<file path="src/rtl/imem_loader_if.sv">
// Bundle of the loader's control, stream and instruction-memory write signals.
// Stream handshake: a word moves in any cycle where s_valid && s_ready is high
// at the rising edge. s_ready comes from a register and never looks at s_valid.
// A producer holds s_data stable while s_valid is high and s_ready is low.
interface imem_loader_if;
   logic        start;
   logic [7:0]  len;
   logic        s_valid;
   logic [31:0] s_data;
   logic        s_ready;
   logic        mem_we;
   logic [31:0] mem_addr;
   logic [31:0] mem_wdata;
   logic        INT;
   logic [31:0] entryPoint;
   logic        busy;
   logic        done;
   logic        err;

   // Side that requests loads and supplies the stream.
   modport master (
      output start, len, s_valid, s_data,
      input  s_ready, mem_we, mem_addr, mem_wdata, INT, entryPoint, busy, done, err
   );

   // The loader itself.
   modport slave (
      input  start, len, s_valid, s_data,
      output s_ready, mem_we, mem_addr, mem_wdata, INT, entryPoint, busy, done, err
   );
endinterface

</file>
<file path="src/rtl/imem_loader.sv">
// Program loader: writes a word stream into instruction memory starting at
// ENTRY, checks a trailing checksum word and then starts the CPU with a
// one-cycle INT pulse. All outputs are registered by the state machine.
module imem_loader #(
   parameter logic [31:0] ENTRY     = 32'd128,
   parameter int          MAX_WORDS = 64
) (
   input  logic         clk,
   input  logic         rst,
   imem_loader_if.slave bus,
   output logic [2:0]   o_dbg_state
);

   typedef enum logic [2:0] {
      S_IDLE  = 3'd0,
      S_LOAD  = 3'd1,
      S_CHECK = 3'd2,
      S_KICK  = 3'd3,
      S_DONE  = 3'd4,
      S_ERR   = 3'd5
   } state_t;

   state_t      r_state;
   logic [7:0]  r_len;
   logic [7:0]  r_cnt;
   logic [31:0] r_sum;
   logic        r_s_ready;
   logic        r_mem_we;
   logic [31:0] r_mem_addr;
   logic [31:0] r_mem_wdata;
   logic        r_int;
   logic        r_busy;
   logic        r_done;
   logic        r_err;

   logic        w_hs;
   logic        w_len_bad;

   assign w_hs      = bus.s_valid && r_s_ready;
   assign w_len_bad = (bus.len == 8'd0) || (int'(bus.len) > MAX_WORDS);

   assign bus.s_ready    = r_s_ready;
   assign bus.mem_we     = r_mem_we;
   assign bus.mem_addr   = r_mem_addr;
   assign bus.mem_wdata  = r_mem_wdata;
   assign bus.INT        = r_int;
   assign bus.entryPoint = ENTRY;
   assign bus.busy       = r_busy;
   assign bus.done       = r_done;
   assign bus.err        = r_err;
   assign o_dbg_state    = r_state;

   // Load state machine; every output is set here for the cycle after the edge.
   always_ff @(posedge clk) begin
      if (rst) begin
         r_state     <= S_IDLE;
         r_len       <= 8'd0;
         r_cnt       <= 8'd0;
         r_sum       <= 32'd0;
         r_s_ready   <= 1'b0;
         r_mem_we    <= 1'b0;
         r_mem_addr  <= 32'd0;
         r_mem_wdata <= 32'd0;
         r_int       <= 1'b0;
         r_busy      <= 1'b0;
         r_done      <= 1'b0;
         r_err       <= 1'b0;
      end else begin
         // Write strobe and start pulse are single-cycle unless re-armed below.
         r_mem_we <= 1'b0;
         r_int    <= 1'b0;
         case (r_state)
            S_IDLE, S_DONE, S_ERR: begin
               if (bus.start) begin
                  if (w_len_bad) begin
                     r_state   <= S_ERR;
                     r_s_ready <= 1'b0;
                     r_busy    <= 1'b0;
                     r_done    <= 1'b0;
                     r_err     <= 1'b1;
                  end else begin
                     r_state   <= S_LOAD;
                     r_len     <= bus.len;
                     r_cnt     <= 8'd0;
                     r_sum     <= 32'd0;
                     r_s_ready <= 1'b1;
                     r_busy    <= 1'b1;
                     r_done    <= 1'b0;
                     r_err     <= 1'b0;
                  end
               end
            end
            S_LOAD: begin
               if (w_hs) begin
                  r_mem_we    <= 1'b1;
                  r_mem_addr  <= ENTRY + {22'd0, r_cnt, 2'b00};
                  r_mem_wdata <= bus.s_data;
                  r_sum       <= r_sum + bus.s_data;
                  r_cnt       <= r_cnt + 8'd1;
                  // s_ready stays high: the checksum word follows directly.
                  if (r_cnt == r_len - 8'd1) begin
                     r_state <= S_CHECK;
                  end
               end
            end
            S_CHECK: begin
               if (w_hs) begin
                  r_s_ready <= 1'b0;
                  if (bus.s_data == r_sum) begin
                     r_state <= S_KICK;
                     r_int   <= 1'b1;
                  end else begin
                     r_state <= S_ERR;
                     r_busy  <= 1'b0;
                     r_err   <= 1'b1;
                  end
               end
            end
            S_KICK: begin
               r_state <= S_DONE;
               r_busy  <= 1'b0;
               r_done  <= 1'b1;
            end
            default: begin
               r_state   <= S_IDLE;
               r_s_ready <= 1'b0;
               r_busy    <= 1'b0;
               r_done    <= 1'b0;
               r_err     <= 1'b0;
            end
         endcase
      end
   end

endmodule
</file>
<file path="src/flat_wrapper.sv">
// flat-port wrapper written by rule: the top's interface ports become plain ports
module imem_loader_flat 
#(
   parameter logic [31:0] ENTRY     = 32'd128,
   parameter int          MAX_WORDS = 64
)
  (clk, rst, o_dbg_state, bus_start, bus_len, bus_s_valid, bus_s_data, bus_s_ready, bus_mem_we, bus_mem_addr, bus_mem_wdata, bus_INT, bus_entryPoint, bus_busy, bus_done, bus_err);
  imem_loader_if bus_i ();
  input  logic clk;
  input  logic rst;
  output logic [2:0] o_dbg_state;
  input wire logic [$bits(bus_i.start)-1:0] bus_start;
  input wire logic [$bits(bus_i.len)-1:0] bus_len;
  input wire logic [$bits(bus_i.s_valid)-1:0] bus_s_valid;
  input wire logic [$bits(bus_i.s_data)-1:0] bus_s_data;
  output wire logic [$bits(bus_i.s_ready)-1:0] bus_s_ready;
  output wire logic [$bits(bus_i.mem_we)-1:0] bus_mem_we;
  output wire logic [$bits(bus_i.mem_addr)-1:0] bus_mem_addr;
  output wire logic [$bits(bus_i.mem_wdata)-1:0] bus_mem_wdata;
  output wire logic [$bits(bus_i.INT)-1:0] bus_INT;
  output wire logic [$bits(bus_i.entryPoint)-1:0] bus_entryPoint;
  output wire logic [$bits(bus_i.busy)-1:0] bus_busy;
  output wire logic [$bits(bus_i.done)-1:0] bus_done;
  output wire logic [$bits(bus_i.err)-1:0] bus_err;
  assign bus_i.start = bus_start;
  assign bus_i.len = bus_len;
  assign bus_i.s_valid = bus_s_valid;
  assign bus_i.s_data = bus_s_data;
  assign bus_s_ready = bus_i.s_ready;
  assign bus_mem_we = bus_i.mem_we;
  assign bus_mem_addr = bus_i.mem_addr;
  assign bus_mem_wdata = bus_i.mem_wdata;
  assign bus_INT = bus_i.INT;
  assign bus_entryPoint = bus_i.entryPoint;
  assign bus_busy = bus_i.busy;
  assign bus_done = bus_i.done;
  assign bus_err = bus_i.err;
  imem_loader #(.ENTRY(ENTRY), .MAX_WORDS(MAX_WORDS)) u_core (.clk(clk), .rst(rst), .bus(bus_i), .o_dbg_state(o_dbg_state));
endmodule
</file>
<file path="config.mk">
export PLATFORM = sky130hd
export DESIGN_NAME = imem_loader_flat
export DESIGN_NICKNAME = d
export VERILOG_FILES = /design/src/rtl/imem_loader_if.sv /design/src/rtl/imem_loader.sv /design/src/flat_wrapper.sv
export SDC_FILE = /design/constraint.sdc
export NUM_CORES = 1
export LEC_CHECK = 0
export CAP_MARGIN = 10
export CORE_ASPECT_RATIO = 1.75
export CORE_MARGIN = 2
export CORE_UTILIZATION = 54
export DETAILED_ROUTE_END_ITERATION = 8
export MAX_ROUTING_LAYER = met4
export PLACE_DENSITY = 0.86
export SETUP_SLACK_MARGIN = 0.4
export SLEW_MARGIN = 20
export SYNTH_ARGS = -nofsm -noshare
export SYNTH_HDL_FRONTEND = slang
export SYNTH_SLANG_ARGS = --single-unit
</file>
<file path="constraint.sdc">
create_clock -name clk -period 3.9 [get_ports clk]
set_input_delay 0.39 -clock clk [delete_from_list [all_inputs] [get_ports clk]]
set_output_delay 0.39 -clock clk [all_outputs]
set_load 0.1 [all_outputs]
</file>
# == Word level (Yosys, flattened, before mapping) ==
# Cells that the tools add are included.
# op_classes
add_sub_neg,4
magnitude_cmp,1
eq_ne,13
mux,31
n_bitwise,6
reduce_logical,18
# op_table
op,n
$mux 32,3
$pmux 32 s2,1
$add 32x32->32,1
$eq 32x32->1,1
$mux 8,3
$mux 3,6
$pmux 8 s2,1
$reduce_and 4->1,4
$mux 1,12
$pmux 1 s3,4
$pmux 3 s4,1
$add 8x10->11 const A,1
$add 8x1->8 const B,1
$eq 8x8->1,1
$gt 8x7->1 const B,1
$logic_not 8->1,1
$sub 8x1->8 const B,1
$eq 3x2->1 const B,2
$eq 3x3->1 const B,2
$ne 2x1->1 const B,3
$ne 2x2->1 const B,3
$not 1->1,6
$reduce_and 3->1,2
$reduce_or 2->1,3
7 further kinds,9
# totals
regBits,121
inputBits,44
output_inout_bits,105
word_cells,85

# == Longest topological paths before layout ==
# Gate-level depths: netlist of run 1.
# logic_depth
word_depth,5
mapped_depth,11
ltp_nobuf,11

# == Least setup slack after synthesis of run 1 ==
# OpenSTA, ideal clock, no wires.
# synth_path
kind,register -> register
from,register u_core.r_state[0] (netlist: u_core.o_dbg_state[0])
to,register u_core.r_sum[31]
setup_time_ps,116
arrival_time_ps,2590
required_time_ps,3784
setup_slack_ps,1195
path_stages_with_launch,10
path_buffers,1
period_less_slack_ps,2705
cell_sequence,dfxtp_1 > clkbuf_1 > nand2b_1 > nor2_1 > nand3_1 > a2bb2oi_4 > nor2_2 > a311oi_1 > a31oi_1 > a31o_1
# synth_via
elab_chain_len,4
elab_cells_between_ends,11
cone_classes,6 x eq/ne; 1 x mux; 4 x reduce/logical
# synth_lines
item,line,rtl
from (decl),imem_loader.sv:23,state_t r_state;
from (signal assigned),imem_loader.sv:56,r_state <= S_IDLE;
from (signal assigned),imem_loader.sv:76,r_state <= S_ERR;
from (signal assigned),imem_loader.sv:82,r_state <= S_LOAD;
$eq 3x3->1 or $logic_not 3->1 (tied branches),imem_loader.sv:72,case (r_state)
$reduce_or 3->1,imem_loader.sv:72,
$ne 2x2->1 (no line) or $reduce_bool 2->1 (tied branches),n/a,
$reduce_and 4->1 (no line),n/a,
to (signal assigned),imem_loader.sv:98,r_sum <= r_sum + bus.s_data;
to (decl),imem_loader.sv:26,logic [31:0] r_sum;
# Several ways; a longest one is shown, not always the timed one.
# A chain may end at the register's enable or synchronous reset.

# == Worst setup path in the final report of run 1 ==
# layout_path
from,input port bus_s_data[6]
to,register u_core.r_sum[25]
# layout_via
elab_chain_len,3
# layout_lines
item,line,rtl
from (decl),flat_wrapper.sv:15,input wire logic [$bits(bus_i.s_data)-1:0] bus_s_data;
$add 32x32->32,imem_loader.sv:98,
$mux 32,imem_loader.sv:94,if (w_hs) begin
$pmux 32 s2,imem_loader.sv:72,
# No other way between the ends. The select of a mux whose other input is x is not followed.

==> reports/qor.txt, run 1 <==
leakage = 0.00279 uW
commonest non-fill, non-tap cells in the layout = 113 x nand2_1, 98 x dfxtp_1, 92 x clkdlybuf4s50_1, 84 x a21oi_1
Slew HR = 0.337
GRT Residual Overflow = 0
Slew Viols, Final = 0
FP Rows = 51
initial core utilization = 0.548
status = complete, no violations
worst-path fanout max = 5
Final period util = 0.799
pin slew with the least headroom to its limit = 991 ps
Clock Power Share = 0.348
#FFs+latches synth = 98
core region area = 11,000 um^2
Hold Crit Start = u_core.r_sum[17]
Max VDD drop = 0.271 mV
Final Wtd Congestion = 0.944
Max Freq = 321 MHz
Setup TNS Final = 0 ps
post-detail-place hpwl = 10,600 um
Die W = 83.8 um
router iterations before antenna repair = 5
Root Buffer = clkbuf_16
Mapped Area = 6010 um^2
asr flop ratio synth = 0
initial antenna violation count = 0
Pwr Density = 367 nW/um^2
fin nets = 907
setup ws final = 786 ps
first-pass GRT wire length = 24,200 um
port bufs = 93
Hold Crit Class = flip-flop to flip-flop
count of cell types in the netlist = 66
Routed Wire Length = 14,700 um
Placed Cells = 949
RSZ-0062 raised after global routing = no
Post-CTS Hold Buffers = 0
final setup vio count = 0
# diodes = 0
Ys Warns = 0
CTS sink count = 98
CP cell instances = clkdlybuf4s50_1, ha_1, a2111oi_0, o21ai_1, a21oi_1, a21oi_1, o21ai_1, a211oi_1, or3_1, a32o_1
R2R depth = 11
Layout area overhead = 17.8%
Syn Area/Cell = 7.92 um^2
P_int = 1670 uW
via count = 5,558
Comb power frac = 0.250
Final Hold Fails = 0
Iter 0 DRT Violations = 343
Post-Synthesis Cells = 759
post-CTS setup buffers = 0
TritonCTS Buffers = 9
switching share of power = 0.356
maximum capacitance violations = 0
Sequential Power Share = 0.402
WS Path Type = primary input to flip-flop
skew final = 7.57 ps
drt drc = 0
Die Height = 144 um
EDFF count, synth = 0
Worst Setup SP = bus_s_data[6]
crit path to = u_core.r_sum[25]
Die Footprint = 12,000 um^2
Worst R2R Setup Slack = 990 ps
maximum clock insertion buffer count = 2
leading cell type in the layout, fill and taps excluded = nand2_1
DP Area = 6790 um^2
H-tree levels = 3
ANT nets after route = 0
Tot GR Track Use = 0.253
crit end category = flip-flop
Avg Vias per Cell = 5.76
largest net degree at the start of global routing = 83
CP arrival = 3370 ps
Critical Path RT = 4160 ps
Primary FF master, synth = dfxtp_1
Worst path slowest cell = clkdlybuf4s50_1
net switching power = 923 uW
WL/cell = 15.3 um
Setup crit start kind = primary input
worst skew pair latency = 360 ps
post-layout min period = 3110 ps
number of global-route vias before repair = 5,266
CP peak stage delay = 460 ps
fin area = 7080 um^2
clk slew on worst S/H paths = 70 ps
I/O pins = 149
pre-CTS setup slack = 475 ps
sequential area share after synthesis = 0.326
Finished Layout Cells = 965
CTS tree = done
total power draw = 2600 uW
RR Startpoint = u_core.r_sum[0]
post-cts gate resize count = 0
Reg-to-Reg End = u_core.r_sum[30]
layout cells sized above 1 = 0.0456
## power groups by stage
stage          Clock, uW  Sequential [uW]  Combinational, uW
3_3_place_gp           0             1070                640
5_1_grt              954             1050                680
2_1_floorplan          0             1130                488
3_5_place_dp           0             1070                644
6_report             904             1040                649
4_1_cts              914             1040                647
## through the flow
stage,util,hold WS (ps)
floorplan,-,429
global placement,0.618,440
detailed placement,0.618,446
CTS,0.645,456
global route,0.645,474
finish,0.645,455
## cell usage after synthesis, types with 4 or more instances
library cell	instances	area, um^2
nand2_1	113	424
dfxtp_1	98	1960
a21oi_1	84	420
buf_4	57	428
nor2_1	55	206
ha_1	34	425
clkbuf_1	31	116
xnor2_1	23	201
o21ai_0	22	110
inv_1	21	78.8
a21o_1	15	113
nor3_1	13	65.1
a22oi_1	12	90.1
xor2_1	12	105
nand3_1	11	55.1
nor4_1	10	62.6
mux2i_1	9	90.1
nand4_1	8	50.1
o21ai_1	8	40.0
or3_1	8	50.1
and3_1	7	43.8
nand2b_1	7	43.8
a211oi_1	6	45.0
and2_1	6	37.5
a31oi_1	5	31.3
o211ai_1	5	37.5
o21a_1	5	37.5
a2111oi_0	4	35.0
nor2b_1	4	25.0
nor3_2	4	40.0
nor3b_1	4	30.0
o21bai_1	4	30.0
o31ai_1	4	30.0
## kinds of logic after synthesis
| group | Yosys count | share of synthesized area |
|---|---|---|
| buf+inv | 115 | 0.108 |
| xor+xnor | 35 | 0.0510 |
| mux | 9 | 0.0150 |
| other cells | 2 | 0.00125 |
| compound gates | 206 | 0.221 |
| fa+ha+maj | 35 | 0.0741 |
| simple gates | 259 | 0.203 |
| flops | 98 | 0.326 |
## routing by layer
metal  global-route usage  share of wire  routed length [um]
met5                    -              0                   0
met4                0.150          0.045                 666
met3               0.0322          0.052                 760
met2                0.462           0.53                7790
met1                0.256           0.37                5530
## cell type report
type / instances / area, um^2
flip-flops and latches: 98 / 1960
well taps: 132 / 165
clock inverters: 6 / 66.3
fillers: 931 / 3890
inverters: 21 / 78.8
repair buffers: 99 / 971
multi-input cells: 599 / 3610
clock buffers: 10 / 229
## worst max-delay path: cells and delay by family
family                   cells  cell delay (ps)
adder cells (fa/ha/maj)      1              370
buffers and inverters        1              460
AO/OA/AOI/OAI                7             1770
AND/OR/NAND/NOR              1              360
## state kept, by name, indices dropped and copies added, names as in the netlist
| signal | cells |
|---|---|
| u_core.bus.mem_wdata | 32 |
| u_core.r_sum | 32 |
| u_core.bus.mem_addr | 9 |
| u_core.r_cnt | 8 |
| u_core.r_len | 8 |
| u_core.o_dbg_state | 3 |
| u_core.bus.INT | 1 |
| u_core.bus.busy | 1 |
| u_core.bus.done | 1 |
| u_core.bus.err | 1 |
| u_core.bus.mem_we | 1 |
| u_core.bus.s_ready | 1 |
## how the worst min path moves through the flow
stage,end,cells past startpoint
6_report,u_core.r_sum[17],2
3_3_place_gp,u_core.r_sum[16],2
2_1_floorplan,u_core.r_sum[17],2
5_1_grt,u_core.bus.mem_wdata[20],2
4_1_cts,u_core.r_sum[17],2
3_5_place_dp,u_core.r_sum[17],2
Power figures use the tool's default switching activity.
==> inputs of run 2 (changes only) <==
CORE_UTILIZATION = 50   (was 54)
PLACE_DENSITY = 0.81   (was 0.86)
clock period = 3 ns   (was 3.9 ns; I/O delays follow)
==> run 2 against run 1 <==
  * Global-route usage up 0.23 points
  * Highest routed layer unchanged
  * Largest power group unchanged
  * Cell area up 9.3%
  * First-iteration DRC count up 2.3%
  * Largest cell class unchanged
  * Worst setup slack worse by 450 ps
  * Combinational power up 40%
  * Via count up 5.4%
==> reports/qor.txt, run 2 (synthesis gave the netlist of run 1 again) <==
Placed Cells = 1,004
FP Rows = 53
Slew Viols, Final = 0
skew final = 10.3 ps
post-layout min period = 2660 ps
crit end category = flip-flop
CTS sink count = 98
number of global-route vias before repair = 5,494
Die Footprint = 13,000 um^2
Finished Layout Cells = 1,029
Hold Crit Class = primary input to flip-flop
RSZ-0062 raised after global routing = yes
post-detail-place hpwl = 11,500 um
layout cells sized above 1 = 0.206
maximum capacitance violations = 0
Die Height = 149 um
maximum clock insertion buffer count = 2
initial antenna violation count = 0
pre-CTS setup slack = -277 ps
CTS tree = done
initial core utilization = 0.506
Layout area overhead = 28.7%
Worst path slowest cell = clkdlybuf4s50_1
leading cell type in the layout, fill and taps excluded = nand2_1
router iterations before antenna repair = 5
total power draw = 3420 uW
H-tree levels = 3
setup ws final = 340 ps
pin slew with the least headroom to its limit = 974 ps
Max Freq = 376 MHz
Max VDD drop = 0.316 mV
Avg Vias per Cell = 5.69
Root Buffer = clkbuf_16
leakage = 0.00322 uW
clk slew on worst S/H paths = 70 ps
via count = 5,860
# diodes = 0
I/O pins = 149
worst-path fanout max = 6
CP peak stage delay = 500 ps
Setup TNS Final = 0 ps
hold_ws = 270 ps
area of the multi-input gates = 3900 um^2
port bufs = 93
core region area = 11,900 um^2
Slew HR = 0.349
Iter 0 DRT Violations = 351
CP cell instances = clkdlybuf4s50_1, ha_1, buf_4, o21a_1, o21ai_1, a21oi_2, o211ai_1, o211ai_1, a2111o_1, a31oi_1, a31o_1
register area = 1970 um^2
Final Wtd Congestion = 0.944
commonest non-fill, non-tap cells in the layout = 113 x nand2_1, 107 x buf_4, 94 x dfxtp_1, 76 x a21oi_1, 55 x conb_1
CP arrival = 2960 ps
first-pass GRT wire length = 25,500 um
Critical Path RT = 3300 ps
fin nets = 966
largest net degree at the start of global routing = 64
Tot GR Track Use = 0.255
WL/cell = 16.1 um
Final period util = 0.887
fillers = 990
most frequent CP cell = o211ai_1
Setup crit start kind = primary input
Die W = 86.9 um
TritonCTS Buffers = 9
Routed Wire Length = 16,600 um
Final Hold Fails = 0
worst skew pair latency = 360 ps
final setup vio count = 0
Pwr Density = 442 nW/um^2
status = complete, no violations
ANT nets after route = 0
drt drc = 0
GRT Residual Overflow = 0
WS Path Type = primary input to flip-flop
[run 2: final timing paths]
check                    from                        to  slack, ps  cells past startpoint
max            bus_s_data[20]          u_core.r_sum[31]        340                     11
min            bus_s_data[18]  u_core.bus.mem_wdata[18]        270                      3
max reg2reg   u_core.r_sum[0]          u_core.r_sum[28]        360                     11
min reg2reg  u_core.r_sum[19]          u_core.r_sum[19]        450                      2
[run 2: critical path: cells and delay by family]
| family | cells | cell delay (ps) |
|---|---|---|
| compound gates | 8 | 1640 |
| fa+ha+maj | 1 | 350 |
| buf+inv | 2 | 660 |
[run 2: per-stage QoR]
stage          utilization  cell area (um^2)
4_1_cts              0.631              7490
3_5_place_dp         0.596              7080
3_3_place_gp         0.596              7080
6_report             0.652              7740
5_1_grt              0.652              7740
2_1_floorplan            -              6210
[run 2: layout make-up]
type                            instances  area share
Multi-Input combinational cell        599       0.504
Sequential cell                        98       0.254
Timing Repair Buffer                  158       0.171
Clock buffer                            9      0.0291
Tap cell                              137      0.0222
Inverter                               21      0.0102
Clock inverter                          7     0.00922
[run 2: what timing repair did]
| item | 4_1_cts | 5_1_grt |
|---|---|---|
| setup buffers | 3 | 6 |
| pin swaps | 16 | 22 |
| setup endpoints to repair | 13 | 17 |
| gates resized for setup | 27 | 34 |
| hold buffers | 0 | 0 |
[run 2: power breakdown]
part	internal, uW	switching, uW
registers	1320	34.5
clock network	586	567
logic	240	671
[run 2: metal layers]
metal | up-vias | track usage | wire (um)
met2 | 241 | 0.454 | 8810
met3 | 63 | 0.0365 | 909
met1 | 2732 | 0.267 | 6090
met4 | 0 | 0.130 | 781
met5 | - | - | 0
li1 | 2824 | - | -
